<file path="src/rtl/i2s_capture_rx.sv">
// I2S receiver: oversamples BCLK/LRCLK/ADC_SDATA in the clk domain and delivers
// 24-bit left/right pairs through a single-entry valid/ready output register.
module i2s_capture_rx #(
  parameter int DATA_W   = 24,
  parameter int SLOT_MAX = 32
) (
  input  logic              clk,
  input  logic              reset,
  input  logic              BCLK,
  input  logic              LRCLK,
  input  logic              ADC_SDATA,
  input  logic              rec_ready,
  output logic              rec_valid,
  output logic [DATA_W-1:0] rec_left,
  output logic [DATA_W-1:0] rec_right,
  output logic              frame_error,
  output logic [7:0]        overrun_count
);

  localparam int CNT_W = $clog2(SLOT_MAX) + 1;

  typedef enum logic [1:0] {SYNC, SHIFT, PAD} state_t;

  logic              bclk_s1_q, bclk_s2_q, bclk_h_q, lr_s1_q, lr_s2_q, sd_s1_q, sd_s2_q;
  logic              bclk_s1_d, bclk_s2_d, bclk_h_d, lr_s1_d, lr_s2_d, sd_s1_d, sd_s2_d;
  state_t            state_q, state_d;
  logic [CNT_W-1:0]  bit_cnt_q, bit_cnt_d;
  logic              chan_q, chan_d;
  logic              lr_prev_q, lr_prev_d;
  logic [DATA_W-1:0] shift_q, shift_d;
  logic [DATA_W-1:0] left_word_q, left_word_d, right_word_q, right_word_d;
  logic              left_done_q, left_done_d;
  logic              pair_done_q, pair_done_d;
  logic              frame_error_q, frame_error_d;
  logic              rec_valid_q, rec_valid_d;
  logic [DATA_W-1:0] rec_left_q, rec_left_d, rec_right_q, rec_right_d;
  logic [7:0]        overrun_q, overrun_d;

  logic bclk_rise, lr_change;

  assign bclk_rise = bclk_s2_q & ~bclk_h_q;
  assign lr_change = lr_s2_q ^ lr_prev_q;

  always_comb begin
    bclk_s1_d     = BCLK;
    bclk_s2_d     = bclk_s1_q;
    bclk_h_d      = bclk_s2_q;
    lr_s1_d       = LRCLK;
    lr_s2_d       = lr_s1_q;
    sd_s1_d       = ADC_SDATA;
    sd_s2_d       = sd_s1_q;
    state_d       = state_q;
    bit_cnt_d     = bit_cnt_q;
    chan_d        = chan_q;
    lr_prev_d     = lr_prev_q;
    shift_d       = shift_q;
    left_word_d   = left_word_q;
    right_word_d  = right_word_q;
    left_done_d   = left_done_q;
    pair_done_d   = 1'b0;
    frame_error_d = frame_error_q;
    rec_valid_d   = rec_valid_q;
    rec_left_d    = rec_left_q;
    rec_right_d   = rec_right_q;
    overrun_d     = overrun_q;

    if (bclk_rise) begin
      lr_prev_d = lr_s2_q;
      if (state_q == SYNC) begin
        if (lr_change && !lr_s2_q) begin
          state_d   = SHIFT;
          bit_cnt_d = '0;
          chan_d    = 1'b0;
        end
      end else if (lr_change) begin
        // The rise carrying the LRCLK change is the I2S delay bit: no data shifted.
        if (state_q == SHIFT) begin
          frame_error_d = 1'b1;
          if (!lr_s2_q) left_done_d = 1'b0;
        end
        state_d   = SHIFT;
        bit_cnt_d = '0;
        chan_d    = lr_s2_q;
      end else if (bit_cnt_q == CNT_W'(SLOT_MAX)) begin
        state_d       = SYNC;
        frame_error_d = 1'b1;
        left_done_d   = 1'b0;
      end else begin
        bit_cnt_d = bit_cnt_q + 1'b1;
        if (state_q == SHIFT) begin
          shift_d = {shift_q[DATA_W-2:0], sd_s2_q};
          if (bit_cnt_q == CNT_W'(DATA_W - 1)) begin
            state_d = PAD;
            if (!chan_q) begin
              left_word_d = shift_d;
              left_done_d = 1'b1;
            end else begin
              right_word_d = shift_d;
              if (left_done_q) begin
                pair_done_d = 1'b1;
                left_done_d = 1'b0;
              end
            end
          end
        end
      end
    end

    if (pair_done_q) begin
      if (!rec_valid_q || rec_ready) begin
        rec_valid_d = 1'b1;
        rec_left_d  = left_word_q;
        rec_right_d = right_word_q;
      end else if (overrun_q != 8'hFF) begin
        overrun_d = overrun_q + 8'd1;
      end
    end else if (rec_valid_q && rec_ready) begin
      rec_valid_d = 1'b0;
    end
  end

  always_ff @(posedge clk or negedge reset) begin
    if (!reset) begin
      bclk_s1_q     <= 1'b0;
      bclk_s2_q     <= 1'b0;
      bclk_h_q      <= 1'b0;
      lr_s1_q       <= 1'b0;
      lr_s2_q       <= 1'b0;
      sd_s1_q       <= 1'b0;
      sd_s2_q       <= 1'b0;
      state_q       <= SYNC;
      bit_cnt_q     <= '0;
      chan_q        <= 1'b0;
      lr_prev_q     <= 1'b0;
      shift_q       <= '0;
      left_word_q   <= '0;
      right_word_q  <= '0;
      left_done_q   <= 1'b0;
      pair_done_q   <= 1'b0;
      frame_error_q <= 1'b0;
      rec_valid_q   <= 1'b0;
      rec_left_q    <= '0;
      rec_right_q   <= '0;
      overrun_q     <= '0;
    end else begin
      bclk_s1_q     <= bclk_s1_d;
      bclk_s2_q     <= bclk_s2_d;
      bclk_h_q      <= bclk_h_d;
      lr_s1_q       <= lr_s1_d;
      lr_s2_q       <= lr_s2_d;
      sd_s1_q       <= sd_s1_d;
      sd_s2_q       <= sd_s2_d;
      state_q       <= state_d;
      bit_cnt_q     <= bit_cnt_d;
      chan_q        <= chan_d;
      lr_prev_q     <= lr_prev_d;
      shift_q       <= shift_d;
      left_word_q   <= left_word_d;
      right_word_q  <= right_word_d;
      left_done_q   <= left_done_d;
      pair_done_q   <= pair_done_d;
      frame_error_q <= frame_error_d;
      rec_valid_q   <= rec_valid_d;
      rec_left_q    <= rec_left_d;
      rec_right_q   <= rec_right_d;
      overrun_q     <= overrun_d;
    end
  end

  assign rec_valid     = rec_valid_q;
  assign rec_left      = rec_left_q;
  assign rec_right     = rec_right_q;
  assign frame_error   = frame_error_q;
  assign overrun_count = overrun_q;

endmodule
</file>
<file path="config.mk">
export PLATFORM = sky130hd
export DESIGN_NAME = i2s_capture_rx
export DESIGN_NICKNAME = d
export VERILOG_FILES = /design/src/rtl/i2s_capture_rx.sv
export SDC_FILE = /design/constraint.sdc
export NUM_CORES = 1
export LEC_CHECK = 0
export CORE_AREA = 2 2 117 119
export CTS_CLUSTER_DIAMETER = 50
export DETAILED_ROUTE_END_ITERATION = 10
export DIE_AREA = 0 0 119 121
export MAX_ROUTING_LAYER = met4
export PLACE_DENSITY = 0.68
export SLEW_MARGIN = 20
export SYNTH_ARGS = -nofsm -noshare
export SYNTH_HDL_FRONTEND = slang
export SYNTH_SLANG_ARGS = --single-unit
</file>
<file path="constraint.sdc">
create_clock -name clk -period 2.6 [get_ports clk]
set_input_delay 0.78 -clock clk [delete_from_list [all_inputs] [get_ports clk]]
set_output_delay 0.78 -clock clk [all_outputs]
set_load 0.05 [all_outputs]
</file>
; ---- Word-level counts from Yosys, hierarchy flattened
; Cells that the tools add are included.
; Widths: inputs -> output; s select.
[word_totals]
register_bits = 148
input_bits = 6
output_inout_bits = 58
word_cells = 98
[classes]
n_eq_ne = 9
n_bitwise = 8
addsub = 2
reduce_logical = 24
muxes = 34
[op_table]
columns = operator, n
row1 = $mux 1, 24
row2 = $mux 6, 4
row3 = $reduce_and 7->1, 2
row4 = $mux 2, 6
row5 = $reduce_and 3->1, 3
row6 = $add 8x1->8 const B, 1
row7 = $ne 8x8->1 const B, 1
row8 = $reduce_and 4->1, 2
row9 = $reduce_bool 2->1, 4
row10 = $reduce_bool 4->1, 2
row11 = $add 6x1->6 const B, 1
row12 = $eq 6x5->1 const B, 1
row13 = $eq 6x6->1 const B, 1
row14 = $ne 2x1->1 const B, 3
row15 = $not 1->1, 6
row16 = $reduce_and 6->1, 1
row17 = $reduce_and 5->1, 1
row18 = $reduce_and 2->1, 2
row19 = $ne 3x3->1 const B, 1
row20 = $reduce_bool 3->1, 1
row21 = $eq 2x1->1 const B, 1
row22 = $logic_and 1x1->1, 2
row23 = $logic_not 1->1, 2
row24 = $logic_not 2->1, 1
row25 = other kinds (4), 4

; ---- Depth between registers and ports, before layout
[logic_depth]
word_depth = 8
depth_mapped = 7
mapped_depth_nobuf = 6

; ---- Least setup slack after synthesis
; Ideal clock, no wire load.
[synth_timing]
kind = input -> register
startpoint = input rec_ready
endpoint = register rec_left_q[10] (netlist: rec_left[10])
path_stages = 5
arrival_ps = 1953
required_ps = 2475
setup_time_ps = 125
path_slack_ps = 523
path_buffers = 2
path_cell_list = nand2b_1 nand2_1 clkbuf_1 buf_2 mux2_2
[synth_between]
elab_chain_cells = 2
[synth_lines]
columns = item, line
row1 = from (decl), 12  ; input logic rec_ready,
row2 = $logic_or 1x1->1, 110  ; if (!rec_valid_q || rec_ready) begin
row3 = $reduce_and 2->1 (no source line), --
row4 = to (signal assigned), 164  ; rec_left_q <= rec_left_d;
row5 = to (decl), 36  ; logic [DATA_W-1:0] rec_left_q, rec_left_d, rec_right_q, rec_right_d;
; No other way between the ends.
; A chain may end at the register's enable or synchronous reset.

; ---- Worst setup path in the final report
[layout_timing]
startpoint = register overrun_q[0] (netlist: overrun_count[0])
endpoint = output overrun_count[0]
[layout_lines]
columns = item, line
row1 = from (decl), 37  ; logic [7:0] overrun_q, overrun_d;
row2 = from (signal assigned), 166  ; overrun_q <= overrun_d;
row3 = to (decl), 17  ; output logic [7:0] overrun_count
; No word-level cell between the ends.

==> results.md <==
* Status: complete, no violations
* Leak at 3.49 nW
* Required time of the worst setup path at 1820 ps
* Initial Util at 44.1%
* FF+latch count, synth at 148
* Die height at 121 µm
* Syn. warnings at 0
* Antenna viol nets, final at 0
* Setup TNS at 0 ps
* Worst hold path type: in2async
* WP data arrival at 1700 ps
* Max-cap check violation count at 0
* DRC at 0
* Final hold slack at 269 ps
* Worst stage delay on the critical path at 850 ps
* R2R Setup Slk at 530 ps
* Synth unique cells at 43
* Slowest cell on crit path: clkdlybuf4s50_1
* WL final at 9740 µm
* N_diodes at 0
* Post-CTS Setup Inserts at 0
* Netlist area before placement at 0.00577 mm²
* Slew headroom at 65.8%
* Routability cong. at 0.803
* CP max FO at 6
* CTS Hold Bufs at 0
* Final hold violation count at 0
* Post-cts sizing count at 0
* Vias in the first global route at 3407
* Async set-or-reset flop fraction in the synthesized netlist at 100%
* Final count of negative-setup-slack endpoints at 0
* Site Rows at 42
* Clk slew on worst S/H paths at 50 ps
* I/O Buffers at 63
* Initial drt markers at 129
* Setup Skew at 8.55 ps
* Num CTS Buffers at 17
* Area grow syn2layout at 25.0%
* RSZ-0062 raised after global routing: false
* Max-slew violations at 0
* Number of synthesized flops with an enable pin at 0
* Detailed Place HPWL at 6370 µm
* # nets final at 464
* Core area at 0.0131 mm²
* Cells after Synth at 374
* Max H-tree Level at 4
* DRT Pass-1 Iters at 4
* CP top delay family: buffers and inverters
* Highest Clock Rate at 403 MHz
* CTS tree: yes
* Wire length per cell at 15.2 µm
* Worst-Margin Slew at 511 ps
* Total gr overflow at 0
* First-pass GRT wire length at 16800 µm
* Crit start category: flip-flop
* Global Route Usage Sum at 15.4%
* Filler cells at 1042
* Crit path time final at 2480 ps
* Top FF cell, synth: dfrtp_1
* Initial antenna violation count at 0
* DR vias at 3217
* Vias per cell at 5.03
* Final Cycle Share at 95.5%
* Maximum number of pins on one net before global-route repair at 53
* Worst-Skew Late Latency at 420 ps
* Clock tree buffer depth at 2
* CTS sink cnt at 148
* I/O pin cnt at 64
* Mapped Avg Cell Area at 15.4 µm²
* Crit. End Element: primary output
* Crit path cell chain: clkdlybuf4s50_1
* Post-Syn Nets at 385
* Pwr Density at 692 mW/mm²
* Share of cells above drive strength 1 at 34.9%
* Worst vdd ir at 464 µV
* Bufs and invs on worst path at 1
* Critical path class: reg2out
* Post-synthesis sequential area ratio at 64.2%
* CTS root buf: clkbuf_16
* Die area at 0.0144 mm²
* Die width at 119 µm
-- routing by layer --
metal,share of wire (%),GRT usage (%)
met5,0,-
met4,1.0,6.99
met3,4.2,5.31
met2,49,22.7
met1,46,19.4
-- stage by stage --
step	util [%]	setup WS, ps	instance area [µm²]	instances	power, W
CTS	55.1	101	7210	640	0.00506
detailed placement	50.8	331	6640	610	0.00273
floorplan	-	523	5770	374	0.00262
global route	55.1	54.0	7210	640	0.00520
global placement	50.8	360	6640	610	0.00272
finish	55.1	116	7210	640	0.00499
-- kinds of logic after synthesis --
| logic type | after synthesis | synth area share, % |
|---|---|---|
| DFF | 148 | 64.2 |
| AOI/OAI and AO/OA | 27 | 2.97 |
| muxes | 121 | 23.6 |
| buffers and inverters | 18 | 1.89 |
| xor gates and xnor gates | 7 | 1.06 |
| and+or+nand+nor | 48 | 5.16 |
| adders and majority gates | 5 | 1.08 |
-- report_power, final --
group,switching (W),internal (W)
registers,0.0000759,0.00239
logic,0.000123,0.000100
clock network,0.000848,0.00146
total,0.00105,0.00394
-- flip-flops by register name, summed over array words and instances (netlist names), 2 cells and up --
| register | cells |
|---|---|
| bit_cnt_q | 6 |
| state_q | 2 |
| rec_left | 24 |
| right_word_q | 24 |
| overrun_count | 8 |
| shift_q | 23 |
| left_word_q | 24 |
| rec_right | 24 |
-- synthesized netlist by cell type, types with 4 or more instances --
master	n	share of area (%)
xnor2_1	5	0.76
clkbuf_1	4	0.26
dfrtp_1	148	64
o21ai_0	9	0.78
nand2_1	9	0.59
inv_1	5	0.33
and3_1	5	0.54
a21oi_1	4	0.35
nor2_1	5	0.33
ha_1	5	1.1
nand4_1	5	0.54
mux2_2	119	23
buf_6	4	0.78
nand2b_1	5	0.54
-- path summary, 6_finish.rpt --
check | startpoint | endpoint | depth (start not counted)
min in group clk | bclk_s1_q | bclk_h_d | 0
min reg2reg | bclk_s1_q | bclk_h_d | 0
max in group asynchronous | reset | shift_q[9] | 2
min | reset | bit_cnt_q[3] | 1
max | overrun_count[0] | overrun_count[0] | 1
max reg2reg | lr_s2_q | left_word_q[6] | 6
-- final cells by class --
type / instances / area [µm²] / area share [%]
multi-input combinational: 208 / 1960 / 27.1
timing repair buffer: 73 / 744 / 10.3
sequential: 148 / 3700 / 51.4
tap: 176 / 220 / 3.05
inverter: 5 / 18.8 / 0.260
clock inverter: 3 / 42.5 / 0.590
clock buffer: 27 / 523 / 7.25
-- cell usage in the layout, fill, tap and decap left out, types with 3 or more instances in the layout --
cell             count
nand3_1              3
ha_1                 5
clkbuf_1             4
and3_1               5
xnor2_1              5
clkdlybuf4s50_1     62
buf_4                7
o21ai_0              9
a21oi_1              4
dfrtp_1            148
clkbuf_8             6
nand2b_1             5
buf_12               3
mux2_2             119
nor2_1               5
nand2_1              8
inv_1                5
clkbuf_16           17
nand4_1              5
Power figures use the tool's default switching activity.
